$ cat src/rtl/ym3438_pkg.sv
// Shared constants and slot decoding for the YM3438 slot scheduler.
// A slot maps to a channel (slot mod 6) and an operator (op1, op3, op2, op4 order).
package ym3438_pkg;

  localparam int SLOT_COUNT = 24;
  localparam int CH_COUNT   = 6;

  // Operator index per group of six slots; entry 0 is the LSB pair.
  localparam logic [3:0][1:0] OP_ORDER = {2'd3, 2'd1, 2'd2, 2'd0};

  typedef struct packed {
    logic [2:0] ch;
    logic [1:0] op;
  } slot_map_t;

  function automatic slot_map_t slot_decode(input logic [4:0] s);
    slot_map_t  m;
    logic [1:0] grp;
    logic [4:0] base;
    if (s >= 5'(3 * CH_COUNT))
      grp = 2'd3;
    else if (s >= 5'(2 * CH_COUNT))
      grp = 2'd2;
    else if (s >= 5'(CH_COUNT))
      grp = 2'd1;
    else
      grp = 2'd0;
    base = 5'(grp) * 5'(CH_COUNT);
    m.ch = 3'(s - base);
    m.op = OP_ORDER[grp];
    return m;
  endfunction

endpackage

$ cat src/rtl/ym3438_rise_det.sv
// Rising-edge detector: registered history of d, pulse while d=1 and the previous sample was 0.
// The reset value of the history lets a caller suppress a pulse for a level already high at release.
module ym3438_rise_det #(
  parameter logic RESET_VAL = 1'b0
) (
  input  logic clk,
  input  logic reset,
  input  logic d,
  output logic pulse
);

  logic d_q;

  always_ff @(posedge clk) begin
    if (reset)
      d_q <= RESET_VAL;
    else
      d_q <= d;
  end

  assign pulse = d & ~d_q;

endmodule

$ cat src/rtl/ym3438_slot_scheduler.sv
// Slot sequencer: steps through 24 operator slots on each c1 rising edge, emitting slot,
// sample and timer B strobes; reset_fsm realigns to slot 0 and marks the sequencer locked.
module ym3438_slot_scheduler
  import ym3438_pkg::*;
#(
  parameter int TIMERB_DIV = 16
) (
  input  logic       MCLK,
  input  logic       RESET,
  input  logic       c1,
  input  logic       c2,
  input  logic       reset_fsm,
  output logic [4:0] slot,
  output logic [2:0] ch,
  output logic [1:0] op,
  output logic       slot_stb,
  output logic       sample_stb,
  output logic       timer_b_tick,
  output logic       locked,
  output logic       phase_err
);

  localparam int CNT_W = (TIMERB_DIV > 1) ? $clog2(TIMERB_DIV) : 1;

  logic             advance;
  logic             wrap;
  logic [4:0]       slot_next;
  slot_map_t        map_next;
  logic [CNT_W-1:0] sample_cnt;

  // History resets to 1 so a c1 already high when RESET drops is not taken as an edge.
  ym3438_rise_det #(
    .RESET_VAL(1'b1)
  ) u_c1_rise (
    .clk  (MCLK),
    .reset(RESET),
    .d    (c1),
    .pulse(advance)
  );

  always_comb begin
    wrap      = (slot == 5'(SLOT_COUNT - 1));
    slot_next = wrap ? 5'd0 : slot + 5'd1;
    map_next  = slot_decode(slot_next);
  end

  always_ff @(posedge MCLK) begin
    if (RESET) begin
      slot         <= '0;
      ch           <= '0;
      op           <= '0;
      slot_stb     <= 1'b0;
      sample_stb   <= 1'b0;
      timer_b_tick <= 1'b0;
      locked       <= 1'b0;
      phase_err    <= 1'b0;
      sample_cnt   <= '0;
    end else begin
      slot_stb     <= 1'b0;
      sample_stb   <= 1'b0;
      timer_b_tick <= 1'b0;
      if (c1 && c2)
        phase_err <= 1'b1;
      if (advance) begin
        slot_stb <= 1'b1;
        if (reset_fsm) begin
          slot       <= '0;
          ch         <= '0;
          op         <= '0;
          sample_cnt <= '0;
          locked     <= 1'b1;
        end else begin
          slot <= slot_next;
          ch   <= map_next.ch;
          op   <= map_next.op;
          // Timer B fires on the sample that brings the divider back around to zero.
          if (wrap) begin
            sample_stb <= 1'b1;
            sample_cnt <= sample_cnt + 1'b1;
            if (sample_cnt == CNT_W'(TIMERB_DIV - 1))
              timer_b_tick <= 1'b1;
          end
        end
      end
    end
  end

endmodule

$ cat config.mk
export PLATFORM = sky130hd
export DESIGN_NAME = ym3438_slot_scheduler
export DESIGN_NICKNAME = d
export VERILOG_FILES = /design/src/rtl/ym3438_pkg.sv /design/src/rtl/ym3438_rise_det.sv /design/src/rtl/ym3438_slot_scheduler.sv
export SDC_FILE = /design/constraint.sdc
export NUM_CORES = 1
export LEC_CHECK = 0
export ABC_CLOCK_PERIOD_IN_PS = 1780
export BUFFER_PORTS_ARGS = -buffer_cell sky130_fd_sc_hd__buf_4
export CAP_MARGIN = 5
export CORE_ASPECT_RATIO = 1.25
export CORE_MARGIN = 3
export CORE_UTILIZATION = 25
export CTS_BUF_LIST = sky130_fd_sc_hd__clkbuf_8
export DETAILED_ROUTE_END_ITERATION = 10
export PLACE_DENSITY_LB_ADDON = 0.15
export SLEW_MARGIN = 40
export SYNTH_ARGS = -nofsm -noshare
export SYNTH_HDL_FRONTEND = slang
export SYNTH_SLANG_ARGS = --single-unit
$ cat constraint.sdc
create_clock -name MCLK -period 1.78 [get_ports MCLK]
set_input_delay 0.089 -clock MCLK [delete_from_list [all_inputs] [get_ports MCLK]]
set_output_delay 0.089 -clock MCLK [all_outputs]
set_load 0.01 [all_outputs]
==> results of run 1 <==
cell usage in the layout, fill, tap and decap left out, drive strengths merged, types with 2 or more instances in the layout:
cell	count
nor2	15
dfxtp	19
buf	38
nand2	4
a211oi	2
a21oi	10
clkbuf	3
mux2	2
inv	4
ha	4
a22oi	3
xor2	3
o21ai	4
nand3	3
nor3	10
Yosys cell counts (2+ instances only):
master     n  share of area, %
dfxtp_1   19                39
nor2_1    15               5.8
a21oi_1   10               5.2
nor3_1     9               4.7
clkbuf_1   4               1.6
ha_1       4               5.2
o21ai_0    4               2.1
a22oi_1    3               2.3
buf_4      3               2.3
inv_1      3               1.2
nand2_1    3               1.2
nand3_1    3               1.6
xor2_1     3               2.7
a211oi_1   2               1.6
mux2_2     2               2.3
kinds of logic after synthesis:
logic type               share of synthesized area, %
XOR/XNOR                                         3.64
adder cells (fa/ha/maj)                          5.20
AO/OA/AOI/OAI                                    16.5
AND/OR/NAND/NOR                                  25.6
buffers and inverters                            6.23
multiplexers                                     3.38
flip-flops                                       39.5
power by group:
group	internal (mW)	leakage (nW)	switching [mW]
combinational	0.0274	0.396	0.0372
clock	0.153	0.0269	0.131
sequential	0.428	0.155	0.00294
registers in the layout (all words and copies together), names as in the netlist:
name	cells
locked	1
slot	5
phase_err	1
sample_cnt	4
sample_stb	1
u_c1_rise.d_q	1
slot_stb	1
timer_b_tick	1
ch	2
op	2
worst reg2reg max path: cells and delay by family, from the launching register on:
kind / cells / cell delay [ns]
simple gates: 2 / 0.27
fa+ha+maj: 2 / 0.37
flops: 1 / 0.37
mux: 1 / 0.30
compound gates: 4 / 0.35
per-layer routing:
layer	GRT usage [%]	up-vias	routed length (um)
met1	13.3	420	1050
met4	4.95	0	20
li1	-	453	-
met3	1.53	2	64
met2	19.3	12	1220
met5	0	-	0
layout make-up:
| type | count | area, um2 | area share (%) |
|---|---|---|---|
| tap | 39 | 48.8 | 3.49 |
| clock inverter | 1 | 3.75 | 0.268 |
| timing repair buffer | 38 | 285 | 20.4 |
| sequential | 19 | 388 | 27.7 |
| inverter | 3 | 11.3 | 0.805 |
| multi-input combinational | 77 | 621 | 44.4 |
| clock buffer | 3 | 41.3 | 2.95 |
worst max path at each step:
stage                       start    end  slack (ns)  cells past startpoint
after floorplan           slot[0]  ch[1]       -0.02                     10
after global placement    slot[0]  ch[1]       -0.04                      9
after detailed placement  slot[1]  ch[1]       -0.07                      9
after CTS                 slot[0]  ch[2]     -0.0004                      9
after global routing      slot[1]  ch[2]       -0.13                      9
final                     slot[1]  ch[2]        0.02                      9
through the flow:
stage               setup slack (ns)  hold slack, ns  instances   TNS (ns)  power (mW)
global placement             -0.0440           0.307        171    -0.0440       0.498
finish                        0.0173          0.0537        180          0       0.780
detailed placement           -0.0681           0.311        171    -0.0996       0.497
CTS                        -0.000436          0.0450        177  -0.000436       0.796
floorplan                    -0.0222           0.159        107    -0.0421       0.474
global route                  -0.131          0.0459        180     -0.230       0.820
what timing repair did:
action / 4_1_cts / 5_1_grt
setup buffers: 2 / 3
pin swaps: 3 / 6
resized for setup: 7 / 2
endpoints found under the setup margin: 2 / 5
==> run metrics, run 1 <==
# DRC 0; share of synthesized registers carrying an async set or reset 0%; Power Density 557 nW/um2; post-layout util 38.8%; initial drt markers 54; HP Start c1; crit path max fanout 6; Post-synth EDFFs 0; sequential area share after synthesis 39.5%; Tmin final 1.76 ns; Reg2Reg Setup Slack 0.02 ns; Slew Limit Headroom 77.9%; critical path capture point type register; maximum number of pins on one net before global-route repair 20; first-pass iteration count of the detailed router 3; initial antenna violation count 0; Setup crit start kind register; Die Y 75.4 um; die width 61.5 um; crit path DAT 1.92 ns; Peak VDD IR 0.445 mV; # H-tree levels 1; Port Buf Inserts 19; FILL cells 386; maximum clock path buffer count 2; Post-Syn Area 963 um2; Die Area 4640 um2; max incr delay on CP 0.37 ns; gate count of the mapped netlist 107; vias in the first global route 860; post-route design area 1400 um2; fin crit share 99.0%; Ports 20; syn avg cell area 9.00 um2; Hold Crit Class input pin to register; remaining global-route overflow 0; DR vias/cell 4.93; Worst Hold End u_c1_rise.d_q; area grow syn2layout 45.2%; fraction of layout cells with a size suffix above 1 44.0%; worst path required time 1.94 ns; worst r2r path cells 9; antenna cells 0; Mapped Nets 116; crit path kind register to register; global-route wire length before repair 3.82 mm; max_cap viols 0; Nets 151; total CTS buffers 3; Synthesis Warnings 0; Layout Skew 0.00448 ns; Netlist cell types 35; FMAX 567 MHz; Clk pin slew, worst setup/hold paths 0.07 ns; Initial Utilization 26.7%; Final Hold Fails 0; unrepaired setup endpoints after global routing true; core region area 3600 um2; hpwl dp 1.74 mm; Final Wtd Congestion 0.751; r2r endpoint ch[2]; hold_buf cts 0; worst path bufs/invs 0; CTS Root Cell clkbuf_8; row cnt 24; CTS Sinks 19; placed inst area 1250 um2; GRT Util Overall 11.1%; total number of vias 887; final slew viol count 0; WHS Path Cells 2; Setup violations, final 0; CP top delay family flip-flops; drt total wl 2.35 mm; ANT nets after route 0; Top FF cell, synth dfxtp_1; RR Startpoint slot[1]; CTS tree done; most used cell, CP ha_4; Leak 0.578 nW; slowest stage cell, crit path dfxtp_4; Worst-Margin Slew 0.327 ns; outcome completed; Clock Latency Late Sink 0.25 ns; register bit total from synthesis 19; cell breakdown of the critical path ha_4 -> a21oi_4 -> mux2_4 -> nand2_1 -> a32oi_2 -> ha_4 -> nor4_4 -> o21ai_1 -> o311ai_1; drt wl/cell 13.0 um
Note: power is estimated with default switching activity, not from simulation.
==> run 2: changes to the inputs <==
--- a/config.mk
+++ b/config.mk
@@ -13,7 +13,8 @@
 export CORE_UTILIZATION = 25
 export CTS_BUF_LIST = sky130_fd_sc_hd__clkbuf_8
 export DETAILED_ROUTE_END_ITERATION = 10
-export PLACE_DENSITY_LB_ADDON = 0.15
+export PLACE_DENSITY = 0.52
+export RECOVER_POWER = 100
 export SLEW_MARGIN = 40
 export SYNTH_ARGS = -nofsm -noshare
 export SYNTH_HDL_FRONTEND = slang
==> run 2 against run 1 <==
Net effect: the run now ends with setup timing left; first-iteration DRC count fell by 50%; worst hold slack got worse by 0.0025 ns; clock skew fell by 0.0022 ns; sequential share of layout area rose by 2.0 points; clock power rose by 3%; total power rose by 0.12%; critical path depth did not move; wire length fell by 6.9%; global-route usage fell by 1.2 points; largest power group unchanged.
==> run metrics, run 2 (synthesis results as in run 1) <==
outcome finished, violations left (was completed); failing checks setup timing; Peak VDD IR 0.452 mV (was 0.445 mV); # DRC 0 (unchanged); Setup crit start kind register (unchanged); DP Worst Slack -0.0542 ns (was -0.0681 ns); worst path bufs/invs 2 (was 0); slack of the critical path -0.00424 ns (was 0.0173 ns); initial drt markers 27 (was 54); Clk pin slew, worst setup/hold paths 0.07 ns (about the same); Final Hold Fails 0 (unchanged); row cnt 24 (unchanged); fraction of layout cells with a size suffix above 1 35.3% (was 44.0%); antenna cells 0 (unchanged); Tmin final 1.78 ns (was 1.76 ns); Biggest register slot (unchanged); max reg flops 5 (unchanged); Die Area 4640 um2 (unchanged); Ports 20 (unchanged); Power Density 597 nW/um2 (was 557 nW/um2); Port Buf Inserts 19 (unchanged); Worst-Margin Slew 0.353 ns (was 0.327 ns); crit path kind register to register (unchanged); top flop regs slot (5), sample_cnt (4) (unchanged); core region area 3600 um2 (unchanged); maximum clock path buffer count 2 (unchanged); maximum number of pins on one net before global-route repair 20 (unchanged); total number of vias 861 (was 887); max_cap viols 0 (unchanged); # H-tree levels 1 (unchanged); post-layout util 36.3% (was 38.8%); initial antenna violation count 0 (unchanged); total CTS buffers 3 (unchanged); worst path required time 1.91 ns (was 1.94 ns); most common cell after layout, fill and taps aside buf_4 (unchanged); GRT Util Overall 9.90% (was 11.1%); vias in the first global route 806 (was 860); FMAX 560 MHz (was 567 MHz); hold_buf cts 0 (unchanged); fin crit share 100% (was 99.0%); ANT nets after route 0 (unchanged); remaining global-route overflow 0 (unchanged); crit path max fanout 5 (was 6); Die Y 75.4 um (unchanged); area grow syn2layout 35.6% (was 45.2%); Hold Crit Class input pin to register (unchanged); global-route wire length before repair 3.58 mm (was 3.82 mm); drt wl/cell 12.5 um (was 13.0 um); CTS tree done (unchanged); die width 61.5 um (unchanged); slowest stage cell, crit path dfxtp_4 (unchanged); DR vias/cell 4.92 (was 4.93); area of the multi-input gates 606 um2 (was 621 um2); unrepaired setup endpoints after global routing true (unchanged); Overall Power 0.780 mW (about the same); Leak 0.510 nW (was 0.578 nW); register area 388 um2 (unchanged); most frequent cells in the layout buf_4 (22), dfxtp_1 (17), nor2_1 (14) (was buf_4 (38), dfxtp_1 (17), nor2_1 (14)); Slew Limit Headroom 76.2% (was 77.9%); cell breakdown of the critical path inv_1 -> ha_1 -> inv_2 -> nand3_1 -> a32oi_2 -> ha_4 -> nor4_2 -> o21ai_1 -> o311ai_2 (was ha_4 -> a21oi_4 -> mux2_4 -> nand2_1 -> a32oi_2 -> ha_4 -> nor4_4 -> o21ai_1 -> o311ai_1); critical path capture point type register (unchanged); Fin Setup TNS -0.00424 ns (was 0 ns); drt total wl 2.19 mm (was 2.35 mm); CTS Root Cell clkbuf_8 (unchanged); Final Wtd Congestion 0.879 (was 0.751); Layout Skew 0.00229 ns (was 0.00448 ns); max incr delay on CP 0.38 ns (was 0.37 ns); first-pass iteration count of the detailed router 4 (was 3); hpwl dp 1.56 mm (was 1.74 mm); Nets 146 (was 151); Setup violations, final 1 (was 0); crit path DAT 1.91 ns (was 1.92 ns); Initial Utilization 26.7% (unchanged); FILL cells 385 (was 386); final slew viol count 0 (unchanged); Clock Latency Late Sink 0.25 ns (about the same); CP top delay family compound AO/OA/AOI/OAI gates (was flip-flops); CTS Sinks 19 (unchanged)
run 2: cell count changes in the layout (fill, tap and decap cells not counted), sizes merged:
cell    previous run  this run
buf               38        22
clkbuf             3        14
clkinv             0         1
inv                4         3
run 2: per-layer routing:
layer | wire, um | global-route usage (%) | vias to the layer above
met2 | 1070 | 16.5 | 14
met1 | 1020 | 13.1 | 407
li1 | - | - | 438
met3 | 85 | 2.54 | 2
met4 | 10 | 1.42 | 0
met5 | 0 | 0 | -
run 2: what timing repair did:
action | CTS | global route
setup buffers | 2 | 0
pin swaps | 3 | 5
endpoints found under the setup margin | 2 | 4
resized for setup | 5 | 3
run 2: where the power goes:
part / leakage, nW / switching, mW / internal, mW
Clock: 0.0255 / 0.137 / 0.155
Combinational: 0.329 / 0.0356 / 0.0219
Sequential: 0.155 / 0.00310 / 0.428
run 2: worst register-to-register path, cell delays in order, from the launching register on:
cell      delay [ns]
dfxtp_4         0.38
inv_1           0.05
ha_1            0.31
inv_2           0.11
nand3_1         0.09
a32oi_2         0.30
ha_4            0.18
nor4_2          0.04
o21ai_1         0.10
o311ai_2        0.12
run 2: path summary, 6_finish.rpt:
kind	startpoint	endpoint	slack, ns	cells past startpoint
worst min-delay path	c1	u_c1_rise.d_q	0.05	2
worst max register to register	slot[1]	ch[2]	-0.004	9
worst max-delay path	slot[1]	ch[2]	-0.004	9
worst min register to register	phase_err	phase_err	0.48	2
run 2: layout make-up:
class	count	area share, %
clock buffer	3	3.16
sequential	19	29.7
timing repair buffer	33	15.8
inverter	3	0.862
multi-input combinational	77	46.4
clock inverter	1	0.383
tap	39	3.74
run 2: through the flow:
| stage | area [um2] | instances | hold slack [ns] |
|---|---|---|---|
| 2_1_floorplan | 1010 | 107 | 0.159 |
| 6_report | 1310 | 175 | 0.0512 |
| 5_1_grt | 1310 | 175 | 0.0481 |
| 3_3_place_gp | 1240 | 169 | 0.311 |
| 3_5_place_dp | 1240 | 169 | 0.312 |
| 4_1_cts | 1320 | 175 | 0.0403 |
